[src/rtl/object_scheduler_if.sv]
// Signal bundle between the game FSM side (master) and the falling-object scheduler (slave).
// Slot order for the packed bits is [0] bug, [1] green, [2] orange, [3] yellow.
interface object_scheduler_if;
  logic       run;
  logic       tick;
  logic [2:0] farmer_x;
  logic [2:0] bug_x, green_x, orange_x, yellow_x;
  logic [9:0] bug_y, green_y, orange_y, yellow_y;
  logic [3:0] obj_active;
  logic [3:0] catch_pulse;
  logic [5:0] score_pos;
  logic [5:0] score_neg;

  modport master (
    output run, tick, farmer_x,
    input  bug_x, green_x, orange_x, yellow_x,
    input  bug_y, green_y, orange_y, yellow_y,
    input  obj_active, catch_pulse, score_pos, score_neg
  );

  modport slave (
    input  run, tick, farmer_x,
    output bug_x, green_x, orange_x, yellow_x,
    output bug_y, green_y, orange_y, yellow_y,
    output obj_active, catch_pulse, score_pos, score_neg
  );
endinterface

[src/rtl/object_scheduler.sv]
// Spawns, advances and catches the four falling sprites and keeps the fruit/bug scores.
// Slot 0 is the bug; slots 1..3 are green, orange and yellow fruit.
module object_scheduler #(
  parameter int         FALL_STEP = 4,
  parameter int         SPAWN_GAP = 20,
  parameter int         CATCH_Y   = 320,
  parameter int         OFF_Y     = 480,
  parameter logic [7:0] LFSR_SEED = 8'hA5
) (
  input logic               clk,
  input logic               rst,
  object_scheduler_if.slave bus
);
  localparam int               CNT_W     = $clog2(SPAWN_GAP + 1);
  localparam logic [CNT_W-1:0] GAP       = CNT_W'(SPAWN_GAP);
  localparam logic [9:0]       OFF_Y10   = 10'(OFF_Y);
  localparam logic [10:0]      OFF_Y11   = 11'(OFF_Y);
  localparam logic [10:0]      CATCH_Y11 = 11'(CATCH_Y);
  localparam logic [10:0]      STEP11    = 11'(FALL_STEP);

  logic [3:0][2:0]  x_reg, x_next;
  logic [3:0][9:0]  y_reg, y_next;
  logic [3:0]       active_reg, active_next;
  logic [3:0]       catch_reg, catch_next;
  logic [5:0]       score_pos_reg, score_pos_next;
  logic [5:0]       score_neg_reg, score_neg_next;
  logic [7:0]       lfsr_reg, lfsr_next;
  logic [CNT_W-1:0] cnt_reg, cnt_next, cnt_inc;
  logic [1:0]       ptr_reg, ptr_next;
  logic             run_reg;

  logic [3:0][10:0] y_new;
  logic [3:0]       caught, missed;
  logic             spawn_found;
  logic [1:0]       spawn_slot;
  logic [7:0]       lfsr_step;
  logic [7:0]       pos_sum, neg_sum;

  function automatic logic [5:0] sat6(input logic [7:0] v);
    return (v > 8'd63) ? 6'd63 : v[5:0];
  endfunction

  // Fall arithmetic is 11 bits wide so the OFF_Y comparison never wraps.
  for (genvar gi = 0; gi < 4; gi++) begin : g_slot
    assign y_new[gi]  = {1'b0, y_reg[gi]} + STEP11;
    assign caught[gi] = active_reg[gi] && ({1'b0, y_reg[gi]} < CATCH_Y11) &&
                        (y_new[gi] >= CATCH_Y11) && (x_reg[gi] == bus.farmer_x);
    assign missed[gi] = active_reg[gi] && !caught[gi] && (y_new[gi] >= OFF_Y11);
  end

  // Round-robin search from the pointer over the pre-tick idle slots.
  always_comb begin
    spawn_found = 1'b0;
    spawn_slot  = ptr_reg;
    for (int k = 3; k >= 0; k--) begin
      if (!active_reg[ptr_reg + 2'(k)]) begin
        spawn_found = 1'b1;
        spawn_slot  = ptr_reg + 2'(k);
      end
    end
  end

  assign lfsr_step = {1'b0, lfsr_reg[7:1]} ^ (lfsr_reg[0] ? 8'hB8 : 8'h00);
  assign cnt_inc   = cnt_reg + 1'b1;
  assign pos_sum   = {2'b00, score_pos_reg} + (caught[1] ? 8'd1 : 8'd0) +
                     (caught[2] ? 8'd2 : 8'd0) + (caught[3] ? 8'd3 : 8'd0);
  assign neg_sum   = {2'b00, score_neg_reg} + (caught[0] ? 8'd3 : 8'd0);

  always_comb begin
    x_next         = x_reg;
    y_next         = y_reg;
    active_next    = active_reg;
    catch_next     = '0;
    score_pos_next = score_pos_reg;
    score_neg_next = score_neg_reg;
    lfsr_next      = lfsr_reg;
    cnt_next       = cnt_reg;
    ptr_next       = ptr_reg;
    if (!bus.run) begin
      active_next = '0;
      y_next      = {4{OFF_Y10}};
      cnt_next    = '0;
    end else if (!run_reg) begin
      score_pos_next = '0;
      score_neg_next = '0;
      cnt_next       = '0;
      lfsr_next      = LFSR_SEED;
      ptr_next       = 2'd1;
    end else if (bus.tick) begin
      for (int s = 0; s < 4; s++) begin
        if (caught[s] || missed[s]) begin
          active_next[s] = 1'b0;
          y_next[s]      = OFF_Y10;
        end else if (active_reg[s]) begin
          y_next[s] = y_new[s][9:0];
        end
      end
      catch_next     = caught;
      score_pos_next = sat6(pos_sum);
      score_neg_next = sat6(neg_sum);
      if (cnt_inc == GAP) begin
        cnt_next = '0;
        if (spawn_found) begin
          x_next[spawn_slot]      = lfsr_reg[2:0];
          y_next[spawn_slot]      = '0;
          active_next[spawn_slot] = 1'b1;
          ptr_next                = spawn_slot + 2'd1;
          lfsr_next               = lfsr_step;
        end
      end else begin
        cnt_next = cnt_inc;
      end
    end
  end

  always_ff @(posedge clk or posedge rst) begin
    if (rst) begin
      x_reg         <= '0;
      y_reg         <= {4{OFF_Y10}};
      active_reg    <= '0;
      catch_reg     <= '0;
      score_pos_reg <= '0;
      score_neg_reg <= '0;
      lfsr_reg      <= LFSR_SEED;
      cnt_reg       <= '0;
      ptr_reg       <= 2'd1;
      run_reg       <= 1'b0;
    end else begin
      x_reg         <= x_next;
      y_reg         <= y_next;
      active_reg    <= active_next;
      catch_reg     <= catch_next;
      score_pos_reg <= score_pos_next;
      score_neg_reg <= score_neg_next;
      lfsr_reg      <= lfsr_next;
      cnt_reg       <= cnt_next;
      ptr_reg       <= ptr_next;
      run_reg       <= bus.run;
    end
  end

  assign bus.bug_x       = x_reg[0];
  assign bus.green_x     = x_reg[1];
  assign bus.orange_x    = x_reg[2];
  assign bus.yellow_x    = x_reg[3];
  assign bus.bug_y       = y_reg[0];
  assign bus.green_y     = y_reg[1];
  assign bus.orange_y    = y_reg[2];
  assign bus.yellow_y    = y_reg[3];
  assign bus.obj_active  = active_reg;
  assign bus.catch_pulse = catch_reg;
  assign bus.score_pos   = score_pos_reg;
  assign bus.score_neg   = score_neg_reg;
endmodule
[src/flat_wrapper.sv]
// flat-port wrapper written by rule: the top's interface ports become plain ports
module object_scheduler_flat 
#(
  parameter int         FALL_STEP = 4,
  parameter int         SPAWN_GAP = 20,
  parameter int         CATCH_Y   = 320,
  parameter int         OFF_Y     = 480,
  parameter logic [7:0] LFSR_SEED = 8'hA5
)
  (clk, rst, bus_run, bus_tick, bus_farmer_x, bus_bug_x, bus_green_x, bus_orange_x, bus_yellow_x, bus_bug_y, bus_green_y, bus_orange_y, bus_yellow_y, bus_obj_active, bus_catch_pulse, bus_score_pos, bus_score_neg);
  object_scheduler_if bus_i ();
  input logic clk;
  input logic rst;
  input wire logic [$bits(bus_i.run)-1:0] bus_run;
  input wire logic [$bits(bus_i.tick)-1:0] bus_tick;
  input wire logic [$bits(bus_i.farmer_x)-1:0] bus_farmer_x;
  output wire logic [$bits(bus_i.bug_x)-1:0] bus_bug_x;
  output wire logic [$bits(bus_i.green_x)-1:0] bus_green_x;
  output wire logic [$bits(bus_i.orange_x)-1:0] bus_orange_x;
  output wire logic [$bits(bus_i.yellow_x)-1:0] bus_yellow_x;
  output wire logic [$bits(bus_i.bug_y)-1:0] bus_bug_y;
  output wire logic [$bits(bus_i.green_y)-1:0] bus_green_y;
  output wire logic [$bits(bus_i.orange_y)-1:0] bus_orange_y;
  output wire logic [$bits(bus_i.yellow_y)-1:0] bus_yellow_y;
  output wire logic [$bits(bus_i.obj_active)-1:0] bus_obj_active;
  output wire logic [$bits(bus_i.catch_pulse)-1:0] bus_catch_pulse;
  output wire logic [$bits(bus_i.score_pos)-1:0] bus_score_pos;
  output wire logic [$bits(bus_i.score_neg)-1:0] bus_score_neg;
  assign bus_i.run = bus_run;
  assign bus_i.tick = bus_tick;
  assign bus_i.farmer_x = bus_farmer_x;
  assign bus_bug_x = bus_i.bug_x;
  assign bus_green_x = bus_i.green_x;
  assign bus_orange_x = bus_i.orange_x;
  assign bus_yellow_x = bus_i.yellow_x;
  assign bus_bug_y = bus_i.bug_y;
  assign bus_green_y = bus_i.green_y;
  assign bus_orange_y = bus_i.orange_y;
  assign bus_yellow_y = bus_i.yellow_y;
  assign bus_obj_active = bus_i.obj_active;
  assign bus_catch_pulse = bus_i.catch_pulse;
  assign bus_score_pos = bus_i.score_pos;
  assign bus_score_neg = bus_i.score_neg;
  object_scheduler #(.FALL_STEP(FALL_STEP), .SPAWN_GAP(SPAWN_GAP), .CATCH_Y(CATCH_Y), .OFF_Y(OFF_Y), .LFSR_SEED(LFSR_SEED)) u_core (.clk(clk), .rst(rst), .bus(bus_i));
endmodule
[config.mk]
export PLATFORM = sky130hd
export DESIGN_NAME = object_scheduler_flat
export DESIGN_NICKNAME = d
export VERILOG_FILES = /design/src/rtl/object_scheduler_if.sv /design/src/rtl/object_scheduler.sv /design/src/flat_wrapper.sv
export SDC_FILE = /design/constraint.sdc
export NUM_CORES = 1
export LEC_CHECK = 0
export CAP_MARGIN = 30
export CORE_MARGIN = 2
export CORE_UTILIZATION = 45
export CTS_CLUSTER_DIAMETER = 50
export DETAILED_ROUTE_END_ITERATION = 8
export GPL_TIMING_DRIVEN = 0
export PLACE_DENSITY = 0.68
export SYNTH_ARGS = -nofsm -noshare
export SYNTH_HDL_FRONTEND = slang
export SYNTH_SLANG_ARGS = --single-unit
[constraint.sdc]
create_clock -name clk -period 4.2 [get_ports clk]
set_clock_uncertainty 0.15 [all_clocks]
set_input_delay 0.42 -clock clk [delete_from_list [all_inputs] [get_ports clk]]
set_output_delay 0.42 -clock clk [all_outputs]
set_load 0.01 [all_outputs]
* Word-level counts from Yosys, hierarchy flattened *
Cells that the tools add are included.
Widths: inputs -> output; s select.

word-level totals
  register bits = 88
  bits of input ports = 7
  word-level logic and storage cells = 192
  output and inout port bits = 72

operators by class
  equality and inequality tests = 11
  muxes and demuxes = 95
  bitwise gates (word level) = 4
  add/subtract/negate cells = 13
  magnitude comparators = 20
  reduce and logical (&&, ||, !) cells = 33

operator list
  cell                   count
  $mux 10                21
  $mux 40                5
  $ge 11x9->1 const B    8
  $add 10x3->11 const B  4
  $and 40x40->40         1
  $lt 10x9->1 const B    4
  $mux 8                 5
  $not 40->40            1
  $mux 6                 6
  $mux 4                 8
  $mux 1                 26
  $mux 2                 11
  $logic_and 1x1->1      21
  $demux 10 s2           1
  $mux 5                 4
  $add 6x8->8            2
  $add 8x8->8            2
  $gt 8x6->1 const B     2
  $lt 2x3->1 const B     5
  $bwmux 12              1
  $eq 3x3->1             4
  $bmux 1 s2             4
  $xor 7x8->8            1
  $demux 3 s2            1
  other kinds (16)       28

* Depth between registers and ports, before layout *
  depth after elaboration = 18
  gate-level depth with buffers = 16
  gate-level depth less buffers = 15

* Worst setup path after synthesis *
OpenSTA, ideal clock, no wires.

  path kind = register to register
  from = register u_core.y_reg (netlist bit u_core.bus.green_y[3])
  to = register u_core.score_pos_reg[5], in the netlist u_core.bus.score_pos[5]
  arrival time = 3.294 ns
  slack = 0.634 ns
  period minus slack after synthesis = 3.566 ns
  stages on the path, launching flop included = 16
  path through = dfrtp_1 > ha_1 > clkbuf_1 > nand3_1 > and3_1 > a211o_1 > o21ai_0 > xor2_1 > ha_1 > o21bai_1 > ha_1 > inv_1 > fa_1 > nor2_1 > a31oi_1 > o22a_1

between the ends
  cells in the longest elaborated chain, start to end = 12
  elaborated cells on any way between the ends = 14
  those cells by class = add/sub (4); order compare (3); mux (4); reduce/logical (3)

ends and longest elaborated chain
  element                                                  RTL line                                        text
  start, declared                                          object_scheduler.sv:22                          logic [3:0][9:0] y_reg, y_next;
  start signal, assigned                                   object_scheduler.sv:119                         y_reg <= {4{OFF_Y10}};
  start signal, assigned                                   object_scheduler.sv:130                         y_reg <= y_next;
  $add 10x3->11 / $lt 10x9->1 (equally long branches)      object_scheduler.sv:45, object_scheduler.sv:46
  $ge 11x9->1 / $logic_and 1x1->1 (equally long branches)  object_scheduler.sv:47, object_scheduler.sv:46
  $logic_and 1x1->1 (*)                                    object_scheduler.sv:46                          assign caught[gi] = active_reg[gi] && ({1'b0, y_reg[gi]} < CATCH_Y11) &&
  $logic_and 1x1->1 (*)                                    object_scheduler.sv:47                          (y_new[gi] >= CATCH_Y11) && (x_reg[gi] == bus.farmer_x);
  $mux 1 (*)                                               object_scheduler.sv:65                          assign pos_sum = {2'b00, score_pos_reg} + (caught[1] ? 8'd1 : 8'd0) +
  $add 6x8->8 (*)                                          object_scheduler.sv:65
  $add 8x8->8 (*)                                          object_scheduler.sv:65
  $add 8x8->8 (*)                                          object_scheduler.sv:66                          (caught[2] ? 8'd2 : 8'd0) + (caught[3] ? 8'd3 : 8'd0);
  $gt 8x6->1                                               object_scheduler.sv:40                          return (v > 8'd63) ? 6'd63 : v[5:0];
  $mux 6 (*)                                               object_scheduler.sv:40
  $mux 6 (*)                                               object_scheduler.sv:89                          end else if (bus.tick) begin
  $mux 6 (*)                                               object_scheduler.sv:83                          end else if (!run_reg) begin
  end signal, assigned                                     object_scheduler.sv:133                         score_pos_reg <= score_pos_next;
  end, declared                                            object_scheduler.sv:25                          logic [5:0] score_pos_reg, score_pos_next;

Every way passes the cells marked *; elsewhere a longest branch is shown, timed or not. The select of a mux whose other input is x is not followed.
A chain may end at the register's enable or synchronous reset.

* Worst setup path in the final report *
Same ends and word-level chain as after synthesis.

==> flow_metrics.tcl <==
set metrics [dict create \
    status "complete, no violations" \
    design_area_um2 6660 \
    clkTransAtPathRegs_ns 0.06 \
    viasPerCell 5.99 \
    met3WireLength_um 871 \
    cp_slowest_cell "dfrtp_1" \
    crit_required_ns 4.29 \
    synth.distinct_cells 66 \
    cp-end-kind "flop" \
    synth_flop_cell "dfrtp_1" \
    cp.arrival_ns 3.97 \
    totalWireLength_um 14700 \
    leakage_uw 0.00278 \
    dr_wl_met2_um 6770 \
    worst_slack_ns 0.319 \
    die_area_um2 12900 \
    power.density_nw_per_um2 265 \
    syn_area_um2 5390 \
    start_kind "flop" \
    place_ws_ns 0.193 \
    p_switching_uw 401 \
    seq_power_share_pct 48.3 \
    cpMostUsedCell "ha_1" \
    antenna_found_initial 0 \
    clkPwrFrac_pct 47.1 \
    top_layer_used "met4" \
    internal_power_uw 1360 \
    io_pins 79 \
    hold_violations 0 \
    yosys.cell_count.top_type "nand2_1" \
    tns_ns 0 \
    die_width_um 113 \
    grt_pass1_vias 4715 \
    syn_inst 598 \
    pwr-share-comb_pct 4.7 \
    slew_headroom_pct 52.4 \
    nets 713 \
    track_usage_pct 23.6 \
    area_delta_synth_final_pct 23.5 \
    synth.area.top_cells "dfrtp_1 (31%), dfstp_2 (10%), nand2_1 (4.7%)" \
    cts_sinks 88 \
    hold_path.class "in -> async" \
    rows 39 \
    vias 4987 \
    switching_share_pct 22.7 \
    cts_buffers 9 \
    rsz0062_at_grt "no" \
    io_buffers 76 \
    cts_max_level 3 \
    grt-ovfl-total 0 \
    placement.cell_area_um2 6360 \
    final.min_clock_period_ns 3.88 \
    peakVddDrop_uv 165 \
    regToRegSetupSlack_ns 0.32 \
    fmax_ghz 0.258 \
    ant_nets 0 \
    start_util_pct 46.6 \
    final_cell_count_no_fill 833 \
    worst_pin_slew_ns 0.713 \
    yosys.area.top_type "dfrtp_1" \
    layout-drive-gt1-share_pct 10.1 \
    drc 0 \
    coreArea_um2 11600 \
    fin_crit_sh_pct 92.4 \
    postSynthAreaPerCell_um2 9.02 \
    cts_tree "done" \
    ctsHoldBuffers 0 \
    critPathTopFamily "adder cells" \
    cp.buffers_inverters 1 \
    root_buffer "clkbuf_16" \
    synth_edf_count 0 \
    crit_fanout 11 \
    met1_length_um 6730 \
    hpwl_um 10400 \
    drt-pass1-iter-count 5 \
    postSynth.asyncResetShare_pct 100 \
    ys_seq_elements 88 \
    yosys_warnings 0 \
    clockBufferDepth 2 \
    die_y_um 113 \
    ys_top_cells_by_count "nand2_1 (68), dfrtp_1 (67), o21ai_0 (46), nand3_1 (42), a21oi_1 (32)" \
    crit_path_max_incr_delay_ns 0.55 \
    initialDrtViolationCount 461 \
    grt_pass1_wl_um 24100 \
    gp_congestion 0.901 \
    detail_route.wl_per_cell_um 17.6 \
    finalSetupViolCount 0 \
    grt_start_max_net_pins 59 \
    num_antenna_cells 0 \
    path_cells "ha_1 -> nand3_1 -> and3_1 -> a211o_1 -> o21ai_1 -> xor2_1 -> ha_1 -> o21bai_1 -> ha_1 -> inv_1 -> fa_1 -> nor2_1 -> a31oi_1 -> o22a_1" \
    place_inst 818 \
    syn-num-nets 626 \
    worstSetupPathType "reg -> reg" \
    total_power_uw 1770 \
    maxCapViolCount 0 \
    clk_latency_ns 0.35 \
    yosysTopAreaCellShare_pct 31.1 \
    synth_seq_area_share_pct 41.3 \
    slew_violations 0 \
]
## cells in the final DEF, fill, tap and decap left out, types with 4 or more instances in the layout
cell	instances
clkdlybuf4s50_1	76
nand2_1	68
dfrtp_1	67
o21ai_0	45
nand3_1	42
a21oi_1	32
nor2_1	31
clkbuf_1	28
inv_1	26
dfstp_2	21
ha_1	18
and3_1	15
mux2_2	12
xnor2_1	12
and2_1	11
xor2_1	10
nand2b_1	9
a31oi_1	9
a21boi_0	9
clkbuf_16	9
nand4_1	8
a22o_1	6
buf_2	6
o22ai_1	6
o31ai_1	5
a41oi_1	5
o311a_1	5
o211a_1	5
o211ai_1	5
nor3_1	4
o41ai_1	4
or2_2	4
o32ai_1	4
a211o_1	4
## worst paths after layout
check | startpoint | end | cells past startpoint
hold / removal | rst | u_core.bus.score_pos[2] | 2
setup / recovery | u_core.bus.green_y[3] | u_core.bus.score_pos[5] | 14
hold reg to reg | u_core.lfsr_reg[3] | u_core.lfsr_reg[2] | 2
max in group asynchronous | rst | u_core.ptr_reg[0] | 3
min in group clk | u_core.lfsr_reg[3] | u_core.lfsr_reg[2] | 2
setup reg to reg | u_core.bus.green_y[3] | u_core.bus.score_pos[5] | 14
## logic make-up (layout without fill, tap and decap cells)
group / after synthesis / in the layout / share of synthesized area (%)
adders and majority gates: 21 / 21 / 5.29
xor gates and xnor gates: 22 / 22 / 3.57
muxes: 14 / 14 / 2.88
DFF: 88 / 88 / 41.3
buffers and inverters: 65 / 157 / 5.15
AOI/OAI and AO/OA: 178 / 178 / 22.5
and+or+nand+nor: 210 / 210 / 19.3
## timing repair
action	4_1_cts	5_1_grt
setup endpoints to repair	0	5
buffers inserted	0	0
resized for setup	0	1
## per-layer routing
metal | GRT usage (%) | up-vias
li1 | - | 2352
met2 | 36.5 | 175
met1 | 33.8 | 2428
met3 | 2.92 | 32
met5 | 0 | -
met4 | 9.51 | 0
## per-stage QoR
stage / utilization [%] / hold WS [ns]
final: 57.6 / 0.286
after global routing: 57.6 / 0.349
after CTS: 57.6 / 0.310
after detailed placement: 55.0 / 0.325
after global placement: 54.8 / 0.320
after floorplan: - / 0.300
## area by class of cell
class / count / area [µm²]
fillers: 1069 / 4900
multi-input cells: 445 / 2890
flip-flops and latches: 88 / 2230
repair buffers: 77 / 788
clock buffers: 13 / 260
well taps: 143 / 179
plain buffers: 37 / 173
inverters: 27 / 104
clock inverters: 3 / 40.0
## power groups by stage
stage / Combinational (µW) / Clock [µW] / Sequential, µW
finish: 82.3 / 831 / 853
global route: 92.2 / 871 / 853
CTS: 83.9 / 842 / 853
detailed placement: 83.3 / 0 / 868
global placement: 78.3 / 0 / 868
floorplan: 50.3 / 0 / 867
No activity file was read; power rests on OpenSTA's default activity.
